### src/rtl/tc_b_dn_ctrl_pkg.sv
// Shared types and constants for the B-operand distribution network sequencer.
package tc_pkg;

  localparam int NUM_TILE = 16;
  localparam int DW_DATA  = 16;
  localparam int N_PE     = 4;
  localparam int AW       = 10;
  localparam int CNT_W    = 8;

  localparam int TILE_W = NUM_TILE * DW_DATA;
  localparam logic [N_PE-1:0] ALL_ACK = {N_PE{1'b1}};

  typedef enum logic [2:0] {
    IDLE,
    FETCH,
    LOAD,
    BCAST,
    DONE
  } state_e;

endpackage

### src/rtl/tc_b_dn_ctrl_if.sv
// B buffer read port plus distribution network / PE handshake bundle.
interface tc_b_dn_ctrl_if;
  import tc_pkg::*;

  logic              rd_req;
  logic [AW-1:0]     rd_addr;
  logic              rd_valid;
  logic [TILE_W-1:0] rd_data;
  logic [TILE_W-1:0] dn_in_b;
  logic [N_PE-1:0]   pe_valid;
  logic [N_PE-1:0]   pe_ready;

  modport master (
    output rd_req, rd_addr, dn_in_b, pe_valid,
    input  rd_valid, rd_data, pe_ready
  );

  modport slave (
    input  rd_req, rd_addr, dn_in_b, pe_valid,
    output rd_valid, rd_data, pe_ready
  );

endinterface

### src/rtl/tc_b_dn_ctrl_ack_tracker.sv
// Sticky per-PE accept mask for the tile currently being broadcast.
module tc_bdn_ack_tracker
  import tc_pkg::*;
(
  input  logic            clk,
  input  logic            reset,
  input  logic            clear,
  input  logic [N_PE-1:0] pe_valid,
  input  logic [N_PE-1:0] pe_ready,
  output logic [N_PE-1:0] acked,
  output logic            all_acked
);

  logic [N_PE-1:0] acked_q;
  logic [N_PE-1:0] acked_d;
  logic [N_PE-1:0] hs;

  always_comb begin
    hs      = pe_valid & pe_ready;
    acked_d = clear ? '0 : (acked_q | hs);
  end

  always_ff @(posedge clk or negedge reset) begin
    if (!reset) begin
      acked_q <= '0;
    end else begin
      acked_q <= acked_d;
    end
  end

  assign acked = acked_q;
  // Completion looks through this cycle's handshakes so the FSM can advance on that edge.
  assign all_acked = ((acked_q | hs) == ALL_ACK);

endmodule

### src/rtl/tc_b_dn_ctrl.sv
// B-tile fetch / hold / broadcast sequencer. Define TC_BDN_CTRL_PERF_EN to build
// the stall_cycles performance counter; otherwise the port reads constant zero.
module tc_b_dn_ctrl
  import tc_pkg::*;
(
  input  logic                  clk,
  input  logic                  reset,
  input  logic                  start,
  input  logic [CNT_W-1:0]      num_tiles,
  input  logic [AW-1:0]         base_addr,
  output logic                  busy,
  output logic                  done,
  output logic [31:0]           stall_cycles,
  tc_b_dn_ctrl_if.master        bif
);

  state_e            state_q, state_d;
  logic [CNT_W-1:0]  num_q, num_d;
  logic [CNT_W-1:0]  tile_idx_q, tile_idx_d;
  logic [AW-1:0]     rd_addr_q, rd_addr_d;
  logic [TILE_W-1:0] dn_in_b_q, dn_in_b_d;
  logic              rd_req_q, rd_req_d;
  logic              busy_q, busy_d;
  logic              done_q, done_d;

  logic [N_PE-1:0]   acked;
  logic [N_PE-1:0]   pe_valid;
  logic              all_acked;

  assign pe_valid = (state_q == BCAST) ? ~acked : '0;

  tc_bdn_ack_tracker u_ack_tracker (
    .clk       (clk),
    .reset     (reset),
    .clear     (state_q != BCAST),
    .pe_valid  (pe_valid),
    .pe_ready  (bif.pe_ready),
    .acked     (acked),
    .all_acked (all_acked)
  );

  always_comb begin
    state_d    = state_q;
    num_d      = num_q;
    tile_idx_d = tile_idx_q;
    rd_addr_d  = rd_addr_q;
    dn_in_b_d  = dn_in_b_q;
    case (state_q)
      IDLE: begin
        if (start) begin
          num_d      = num_tiles;
          tile_idx_d = '0;
          rd_addr_d  = base_addr;
          state_d    = (num_tiles == '0) ? DONE : FETCH;
        end
      end
      FETCH: begin
        if (bif.rd_valid) begin
          dn_in_b_d = bif.rd_data;
          state_d   = LOAD;
        end
      end
      LOAD: state_d = BCAST;
      BCAST: begin
        if (all_acked) begin
          if (tile_idx_q == num_q - CNT_W'(1)) begin
            state_d = DONE;
          end else begin
            tile_idx_d = tile_idx_q + CNT_W'(1);
            rd_addr_d  = rd_addr_q + AW'(1);
            state_d    = FETCH;
          end
        end
      end
      DONE:    state_d = IDLE;
      default: state_d = IDLE;
    endcase
    // Status outputs are registered off the next state so they line up with it.
    rd_req_d = (state_d == FETCH);
    busy_d   = (state_d != IDLE);
    done_d   = (state_d == DONE);
  end

  always_ff @(posedge clk or negedge reset) begin
    if (!reset) begin
      state_q    <= IDLE;
      num_q      <= '0;
      tile_idx_q <= '0;
      rd_addr_q  <= '0;
      dn_in_b_q  <= '0;
      rd_req_q   <= 1'b0;
      busy_q     <= 1'b0;
      done_q     <= 1'b0;
    end else begin
      state_q    <= state_d;
      num_q      <= num_d;
      tile_idx_q <= tile_idx_d;
      rd_addr_q  <= rd_addr_d;
      dn_in_b_q  <= dn_in_b_d;
      rd_req_q   <= rd_req_d;
      busy_q     <= busy_d;
      done_q     <= done_d;
    end
  end

  assign bif.rd_req   = rd_req_q;
  assign bif.rd_addr  = rd_addr_q;
  assign bif.dn_in_b  = dn_in_b_q;
  assign bif.pe_valid = pe_valid;
  assign busy         = busy_q;
  assign done         = done_q;

`ifdef TC_BDN_CTRL_PERF_EN
  logic [31:0] stall_q, stall_d;

  // Counts cycles spent waiting on the buffer or on slow PEs; saturating.
  always_comb begin
    stall_d = stall_q;
    if (state_q == IDLE && start) begin
      stall_d = '0;
    end else if (((state_q == FETCH && !bif.rd_valid) ||
                  (state_q == BCAST && !all_acked)) && (stall_q != 32'hFFFF_FFFF)) begin
      stall_d = stall_q + 32'd1;
    end
  end

  always_ff @(posedge clk or negedge reset) begin
    if (!reset) begin
      stall_q <= '0;
    end else begin
      stall_q <= stall_d;
    end
  end

  assign stall_cycles = stall_q;
`else
  assign stall_cycles = 32'd0;
`endif

endmodule

### src/flat_wrapper.sv
// flat-port wrapper written by rule: the top's interface ports become plain ports
module tc_b_dn_ctrl_flat import tc_pkg::*;
  (clk, reset, start, num_tiles, base_addr, busy, done, stall_cycles, bif_rd_req, bif_rd_addr, bif_dn_in_b, bif_pe_valid, bif_rd_valid, bif_rd_data, bif_pe_ready);
  tc_b_dn_ctrl_if bif_i ();
  input  logic clk;
  input  logic reset;
  input  logic start;
  input  logic [CNT_W-1:0] num_tiles;
  input  logic [AW-1:0] base_addr;
  output logic busy;
  output logic done;
  output logic [31:0] stall_cycles;
  output wire logic [$bits(bif_i.rd_req)-1:0] bif_rd_req;
  output wire logic [$bits(bif_i.rd_addr)-1:0] bif_rd_addr;
  output wire logic [$bits(bif_i.dn_in_b)-1:0] bif_dn_in_b;
  output wire logic [$bits(bif_i.pe_valid)-1:0] bif_pe_valid;
  input wire logic [$bits(bif_i.rd_valid)-1:0] bif_rd_valid;
  input wire logic [$bits(bif_i.rd_data)-1:0] bif_rd_data;
  input wire logic [$bits(bif_i.pe_ready)-1:0] bif_pe_ready;
  assign bif_rd_req = bif_i.rd_req;
  assign bif_rd_addr = bif_i.rd_addr;
  assign bif_dn_in_b = bif_i.dn_in_b;
  assign bif_pe_valid = bif_i.pe_valid;
  assign bif_i.rd_valid = bif_rd_valid;
  assign bif_i.rd_data = bif_rd_data;
  assign bif_i.pe_ready = bif_pe_ready;
  tc_b_dn_ctrl u_core (.clk(clk), .reset(reset), .start(start), .num_tiles(num_tiles), .base_addr(base_addr), .busy(busy), .done(done), .stall_cycles(stall_cycles), .bif(bif_i));
endmodule
### config.mk
export PLATFORM = sky130hd
export DESIGN_NAME = tc_b_dn_ctrl_flat
export DESIGN_NICKNAME = d
export VERILOG_FILES = /design/src/rtl/tc_b_dn_ctrl_pkg.sv /design/src/rtl/tc_b_dn_ctrl_if.sv /design/src/rtl/tc_b_dn_ctrl_ack_tracker.sv /design/src/rtl/tc_b_dn_ctrl.sv /design/src/flat_wrapper.sv
export SDC_FILE = /design/constraint.sdc
export NUM_CORES = 1
export LEC_CHECK = 0
export CAP_MARGIN = 20
export CORE_AREA = 8 8 223 225
export DETAILED_ROUTE_END_ITERATION = 12
export DIE_AREA = 0 0 231 233
export HOLD_SLACK_MARGIN = 0.15
export PLACE_DENSITY_LB_ADDON = 0.1
export SKIP_LAST_GASP = 1
export SYNTH_ARGS = -nofsm -noshare
export SYNTH_HDL_FRONTEND = slang
export SYNTH_SLANG_ARGS = --single-unit
### constraint.sdc
create_clock -name clk -period 2.4 [get_ports clk]
set_input_delay 0.48 -clock clk [delete_from_list [all_inputs] [get_ports clk]]
set_output_delay 0.48 -clock clk [all_outputs]
set_load 0.1 [all_outputs]
== Word-level counts from Yosys, hierarchy flattened ==
Index checks and enable logic that the tools add are counted.

* Eq/ne operators: 11
* Multiplexer cells: 16
* Add/sub/neg operators: 3
* Bitwise gates (word level): 3
* Reduce and logical (&&, ||, !) cells: 7

{| class="wikitable"
|+ Operator list
! operator !! count
|-
| 10-bit two-way mux || 3
|-
| 8-bit two-way mux || 3
|-
| 10-bit case mux with 2 select lines || 1
|-
| 8-bit case mux with 2 select lines || 1
|-
| 3-bit two-way mux || 5
|-
| 3-bit case mux with 4 select lines || 1
|-
| 10-bit by 1-bit adder with 10-bit output, second input constant || 1
|-
| 8-bit by 1-bit adder with 8-bit output, second input constant || 1
|-
| 8-bit == test || 1
|-
| 8-bit logical NOT || 1
|-
| 4-bit two-way mux || 2
|-
| 8-bit by 1-bit subtractor with 8-bit output, second input constant || 1
|-
| 3-bit by 1-bit == test with 1-bit output, second input constant || 2
|-
| 3-bit by 2-bit == test with 1-bit output, second input constant || 2
|-
| 4-bit bitwise AND || 1
|-
| 4-bit == test, second input constant || 1
|-
| 2-bit != test, second input constant || 2
|-
| 4-bit inverter || 1
|-
| 4-bit bitwise OR || 1
|-
| 2-bit AND reduction || 2
|-
| 4-bit AND reduction || 1
|-
| 3-bit == test, second input constant || 1
|-
| 3-bit logical NOT || 1
|-
| 3-bit by 2-bit != test with 1-bit output, second input constant || 1
|-
| other kinds (3) || 3
|}

* Input port bits: 282
* Word-level logic and storage cells: 49
* Register bits after elaboration: 292
* Output and inout port bits: 305

== Logic depth before layout (Yosys ltp) ==
Gate-level depths: netlist of run 1.

* Depth in word-level cells: 8
* Gate-level depth with buffers: 10
* Gate-level depth less buffers: 8

== Hierarchy ==
From an unflattened synthesis of run 1, not the netlist that was laid out.

* Cells, all modules: 800
* Area, all modules: 11644.9 µm²

{| class="wikitable"
|+ Modules (own cells, without submodules)
! module !! area each (µm²) !! instances !! cells an instance !! sequential area each (µm²)
|-
| tc_b_dn_ctrl || 11493.5 || 1 || 787 || 7206.9
|-
| tc_bdn_ack_tracker || 151.4 || 1 || 13 || 100.1
|}

== Least setup slack after synthesis of run 1 ==
OpenSTA, ideal clock, no wires.

* Path type: register to output
* From: reg u_core.state_q[1]
* To: out bif_pe_valid[0]
* Arrival time: 2113 ps
* Data required time: 1920 ps
* Cell stages (with the launch flop): 5
* Buffers on the path: 1
* Slack: -193 ps
* Cells stage by stage: dfrtp_1 > nor2b_1 > nand2_1 > clkbuf_1 > nor2_1

* Word-level cells in the longest chain between the ends: 2

{| class="wikitable"
|+ Ends and longest elaborated chain
! item !! line !! source
|-
| start: declaration || tc_b_dn_ctrl.sv:17 || <nowiki>state_e state_q, state_d;</nowiki>
|-
| start signal: assignment || tc_b_dn_ctrl.sv:95 || <nowiki>state_q <= state_d;</nowiki>
|-
| 3-bit by 2-bit == test with 1-bit output || tc_b_dn_ctrl.sv:30 || <nowiki>assign pe_valid = (state_q == BCAST) ? ~acked : '0;</nowiki>
|-
| 4-bit two-way mux || tc_b_dn_ctrl.sv:30 ||
|-
| end: declaration || flat_wrapper.sv:16 || <nowiki>output wire logic [$bits(bif_i.pe_valid)-1:0] bif_pe_valid;</nowiki>
|}

Every way passes these cells.

== Final worst setup path of run 1 ==
* From: reg u_core.num_q[1]
* To: reg u_core.busy_q (netlist: u_core.busy)

* Word-level cells in the longest chain between the ends: 6

{| class="wikitable"
|+ Ends and longest elaborated chain
! item !! line !! source
|-
| start: declaration || tc_b_dn_ctrl.sv:18 || <nowiki>logic [CNT_W-1:0] num_q, num_d;</nowiki>
|-
| start signal: assignment || tc_b_dn_ctrl.sv:96 || <nowiki>num_q <= num_d;</nowiki>
|-
| 8-bit by 1-bit subtractor with 8-bit output || tc_b_dn_ctrl.sv:66 || <nowiki>if (tile_idx_q == num_q - CNT_W'(1)) begin</nowiki>
|-
| 8-bit == test || tc_b_dn_ctrl.sv:66 ||
|-
| 3-bit two-way mux || tc_b_dn_ctrl.sv:66 ||
|-
| 3-bit two-way mux || tc_b_dn_ctrl.sv:65 || <nowiki>if (all_acked) begin</nowiki>
|-
| 3-bit case mux with 4 select lines || tc_b_dn_ctrl.sv:48 || <nowiki>case (state_q)</nowiki>
|-
| 3-bit nonzero test || tc_b_dn_ctrl.sv:80 || <nowiki>busy_d = (state_d != IDLE);</nowiki>
|-
| named net u_core.busy_d || tc_b_dn_ctrl.sv:23 || <nowiki>logic busy_q, busy_d;</nowiki>
|-
| end signal: assignment || tc_b_dn_ctrl.sv:101 || <nowiki>busy_q <= busy_d;</nowiki>
|-
| end: declaration || tc_b_dn_ctrl.sv:23 ||
|}

The timed path passes the listed nets, and every way through them passes these cells.
A chain may end at the register's enable or synchronous reset.

==> qor.txt, run 1 <==
Status - completed
Worst-case clock buffer depth - 3
WL final - 46.7 mm
M1 GR Usage - 0.175
Grt met2 use - 0.291
GP Congestion - 0.783
Boundary pin count - 587
Synth top area share - 0.619
Post-synthesis average cell area - 14.4 um2
Crit path cell chain - inv_2, ha_4, o21bai_1, a2111oi_2, a311oi_2, a221o_1, a21oi_2, or3b_1
Min-Delay Path Class - in2async
Worst-path clk slew - 0.06 ns
Crit. End Element - flip-flop
Busiest metal layer after global routing - met2
Multi-input logic area - 4270 um2
DR WL/cell - 22.5 um
CP Launch Type - flip-flop
Data required, critical path - 2.81 ns
Register area - 7310 um2
Dpl hpwl - 37.2 mm
Crit. path cell count - 8
Final slew viol count - 0
Most frequent cell after synthesis - dfrtp_1
CP peak stage delay - 0.45 ns
Initial antenna violation count - 17
Clock skew - 0.0167 ns
Post-synthesis async set-or-reset flop share - 1.00
Synth area leader - dfrtp_1
Setup violators final - 0
Largest net degree at the start of global routing - 68
Worst path buffer plus inverter count - 1
Fin crit share - 0.975
Met3 usage - 0.0787
CTS tree - yes
CTS H-tree lvls - 2
Nets - 1724
Crit path max fanout - 3
Post-synth top cells - dfrtp_1 (292), mux2_2 (256), clkbuf_1 (37), nand2_1 (37), buf_4 (33)
Max_cap viols - 0
Hold Violations, Final - 0
Critical path class - reg2reg
Number of I/O port buffers - 554
Starting DRT DRC Count - 303
RSZ-0062 raised after global routing - true
Reg-to-reg critical path startpoint - u_core.num_q[1]
TritonCTS buffer count - 38
Tmin final - 2.34 ns
Crit path DAT - 2.75 ns
Vias in the first global route - 9997
Yosys cell types - 50
Row count - 79
Die Ht - 233 um
Layout Utilization - 0.418
Post-synthesis sequential area ratio - 0.619
Flop2flop setup slack - 0.06 ns
Yosys warns - 0
DRT Pass-1 Iters - 4
Slowest library cell on the worst path - a221o_1
Top_reg_cell synth - dfrtp_1
Clock sinks - 292
Worst setup path end - u_core.busy
Via count - 8975
Detail Route Antenna Nets - 0
Number of synthesized register bits - 292
Clk Latency, worst-skew pair - 0.55 ns
Final TNS setup - 0 ns
Share of cells above drive strength 1 - 0.465
Synth area leaders - dfrtp_1 (62%), mux2_2 (24%), buf_4 (2.1%), clkbuf_1 (1.2%), nand2_1 (1.2%)
Syn Inst Count - 821
DRC viols - 0
First-pass GRT wire length - 67.1 mm
Total congestion overflow - 0
Initial core utilization - 0.256
Die Wd - 231 um
CP top delay family - compound AO/OA/AOI/OAI gates
Achievable Freq - 427 MHz
Post-synth EDFFs - 0
FF-to-FF End - u_core.busy
CTS Root Cell - clkbuf_16
Worst R2R Path Depth - 8
GRT Total Usage - 0.168
Core Region - 46100 um2
Mapped Area - 11800 um2
Die area - 53800 um2
Fill cell count - 4441
Area Growth Syn to Fin - 63.1%
Vias per inst - 4.31
Critical path origin - u_core.num_q[1]
## stage by stage
stage                     hold WS [ns]  cells  instance area (um2)  worst slack, ns
final                            0.453   2082                19200           0.0596
after global routing             0.458   2079                19200          -0.0318
after CTS                        0.432   2071                19100           0.0259
after detailed placement         0.413   2002                17900           -0.208
after global placement           0.414   2002                17900           -0.178
after floorplan                  0.184    852                11900           -0.193
## flip-flops by register name (all words and copies together) (netlist names)
name / count
u_core.bif.dn_in_b: 256
u_core.bif.rd_addr: 10
u_core.bif.rd_req: 1
u_core.busy: 1
u_core.done: 1
u_core.num_q: 8
u_core.state_q: 3
u_core.tile_idx_q: 8
u_core.u_ack_tracker.acked: 4
## how the worst min path moves through the flow
stage	end	cells past startpoint
after floorplan	u_core.bif.dn_in_b[0]	0
after global placement	u_core.bif.dn_in_b[22]	1
after detailed placement	u_core.bif.dn_in_b[22]	1
after CTS	u_core.u_ack_tracker.acked[1]	2
after global routing	u_core.bif.rd_addr[7]	2
final	u_core.bif.rd_addr[7]	2
## worst reg2reg max path: stages, from the launching register on
cell and delay (ns):
dfrtp_1 0.36, inv_2 0.06, ha_4 0.16, o21bai_1 0.16
a2111oi_2 0.39, a311oi_2 0.11, a221o_1 0.45, a21oi_2 0.16
or3b_1 0.36
## placed cells by master, fill, tap and decap left out, types with 4 or more instances in the layout
master / instances
buf_4: 320
dfrtp_1: 292
clkdlybuf4s50_1: 280
mux2_2: 256
clkbuf_16: 39
nand2_1: 36
conb_1: 32
nor2_1: 19
buf_12: 18
nand3_1: 13
a211oi_1: 12
nor3_1: 11
clkbuf_1: 10
o21ai_0: 9
diode_2: 8
a21oi_1: 7
mux2i_1: 7
clkinv_2: 7
clkbuf_8: 7
xor2_1: 5
and3_1: 5
or4_1: 5
nor2_2: 4
nand2b_1: 4
xnor2_1: 4
o211ai_1: 4
a211oi_2: 4
or2_2: 4
## metal layers
metal | vias up | wire length (um)
met5 | - | 117
met4 | 18 | 1280
met1 | 4439 | 16500
met2 | 323 | 24100
met3 | 83 | 4670
li1 | 4112 | -
## cell type report
cell class | instances | share of cell area
diodes | 8 | 0.00104
clock buffers | 56 | 0.0577
clock inverters | 12 | 0.00819
inverters | 4 | 0.000780
multi-input cells | 482 | 0.222
flip-flops and latches | 292 | 0.380
well taps | 607 | 0.0395
repair buffers | 621 | 0.291
## logic make-up (layout without fill, tap and decap cells)
kind of cell / Yosys count / in the layout / share of synthesized area
buffers and inverters: 78 / 693 / 0.0357
XOR/XNOR: 9 / 9 / 0.00668
flip-flops: 292 / 292 / 0.619
adder cells (fa/ha/maj): 3 / 3 / 0.00318
other: 1 / 40 / 0.000318
AND/OR/NAND/NOR: 116 / 116 / 0.0491
multiplexers: 263 / 263 / 0.250
AO/OA/AOI/OAI: 59 / 59 / 0.0351
## repair_timing
| item | 4_1_cts | 5_1_grt |
|---|---|---|
| hold buffers | 1 | 0 |
| setup buffers | 0 | 3 |
| endpoints found under the setup margin | 4 | 14 |
| pin swaps | 0 | 5 |
| resized for setup | 6 | 13 |
| gates cloned | 0 | 0 |
| endpoints found under the hold margin | 34 | 0 |
Power of run 1 is left out: the tool's default activity adds up to more than one toggle a clock period on the data nets, which glitch-free logic cannot reach.
==> run 2: changes to the inputs <==
--- a/config.mk
+++ b/config.mk
@@ -7,6 +7,7 @@
 export LEC_CHECK = 0
 export CAP_MARGIN = 20
 export CORE_AREA = 8 8 223 225
+export CTS_BUF_LIST = sky130_fd_sc_hd__clkbuf_16
 export DETAILED_ROUTE_END_ITERATION = 12
 export DIE_AREA = 0 0 231 233
 export HOLD_SLACK_MARGIN = 0.15
==> qor.txt, run 2 (synthesized netlist as in run 1, its figures left out) <==
Status - completed
Clock skew - 0.0175 ns
CTS tree - yes
DRT Pass-1 Iters - 4
CTS H-tree lvls - 2
Max_cap viols - 0
Placed Area - 17900 um2
Most frequent cells in the layout - buf_4 (320), dfrtp_1 (292), clkdlybuf4s50_1 (280)
RSZ-0062 raised after global routing - true
Clock sinks - 292
Nets - 1724
GRT Total Usage - 0.168
First-pass GRT wire length - 67.1 mm
Multi-input logic area - 4270 um2
Design Area, Final - 19200 um2
Worst R2R Path Depth - 8
Die area - 53800 um2
Flop2flop setup slack - 0.05 ns
FF-to-FF End - u_core.busy
Data required, critical path - 2.81 ns
Area Growth Syn to Fin - 62.6%
Boundary pin count - 587
Die Ht - 233 um
Core Region - 46100 um2
Achievable Freq - 426 MHz
Fin crit share - 0.978
CP Launch Type - flip-flop
GP Congestion - 0.783
TritonCTS buffer count - 38
Clk Latency, worst-skew pair - 0.55 ns
Critical path class - reg2reg
CTS Root Cell - clkbuf_16
Worst-path clk slew - 0.06 ns
Via count - 9011
Number of I/O port buffers - 554
Largest register FFs - 256
WL final - 46.8 mm
Setup violators final - 0
Crit path max fanout - 3
Tmin final - 2.35 ns
Register area - 7310 um2
Initial core utilization - 0.256
Min-Delay Path Class - in2async
Most common cell after layout, fill and taps aside - buf_4
Crit path DAT - 2.75 ns
Detail Route Antenna Nets - 0
Vias per inst - 4.33
Share of cells above drive strength 1 - 0.460
Die Wd - 231 um
DR WL/cell - 22.5 um
Vias in the first global route - 10008
Crit. End Element - flip-flop
Row count - 79
Fill cell count - 4446
Initial antenna violation count - 17
Dpl hpwl - 37.2 mm
Starting DRT DRC Count - 286
Worst-case clock buffer depth - 3
Final slew viol count - 0
Total congestion overflow - 0
Largest net degree at the start of global routing - 68
Reg-to-reg critical path startpoint - u_core.num_q[1]
Hold Violations, Final - 0
DRC viols - 0
==> run 2: what timing repair did <==
action	in CTS	in global routing
pin swaps	0	5
hold buffers	1	0
gates resized for setup	6	13
buffers inserted	0	3
endpoints found under the hold margin	34	0
endpoints found under the setup margin	4	14
==> run 2: cell type report <==
cell class / count / share of cell area
Tap cell: 607 / 0.0396
Sequential cell: 292 / 0.381
Timing Repair Buffer: 621 / 0.292
Clock inverter: 29 / 0.0116
Clock buffer: 39 / 0.0509
Multi-Input combinational cell: 482 / 0.223
Antenna cell: 8 / 0.00104
Inverter: 4 / 0.000783
==> run 2: worst max-delay path by stage <==
stage / from / end
final: u_core.num_q[1] / u_core.busy
after global routing: u_core.num_q[1] / u_core.busy
after CTS: u_core.state_q[1] / bif_pe_valid[1]
after detailed placement: bif_pe_ready[3] / u_core.tile_idx_q[5]
after global placement: bif_pe_ready[3] / u_core.tile_idx_q[5]
after floorplan: u_core.state_q[1] / bif_pe_valid[0]
==> run 2: critical path, stage by stage (launching register included) <==
cell	delay (ns)
dfrtp_1	0.36
inv_2	0.06
ha_4	0.16
o21bai_1	0.16
a2111oi_2	0.40
a311oi_2	0.11
a221o_1	0.45
a21oi_2	0.16
or3b_1	0.36
==> run 2: per-stage QoR <==
stage          worst slack, ns   util  cells  hold WS, ns  setup TNS [ns]
6_report                0.0523  0.416   2082        0.454               0
4_1_cts                 0.0257  0.414   2071        0.432               0
3_5_place_dp            -0.208  0.388   2002        0.413           -1.16
2_1_floorplan           -0.193      -    852        0.184          -0.772
5_1_grt                -0.0318  0.416   2079        0.460         -0.0629
3_3_place_gp            -0.178  0.388   2002        0.414          -0.769
==> run 2: per-layer routing <==
| metal | part of all wire | track usage | vias to the layer above |
|---|---|---|---|
| li1 | - | - | 4113 |
| met1 | 0.35 | 0.175 | 4457 |
| met2 | 0.52 | 0.290 | 338 |
| met5 | 0.0025 | 0 | - |
| met3 | 0.10 | 0.0787 | 85 |
| met4 | 0.029 | 0.0671 | 18 |
Power of run 2 is left out for the same reason.
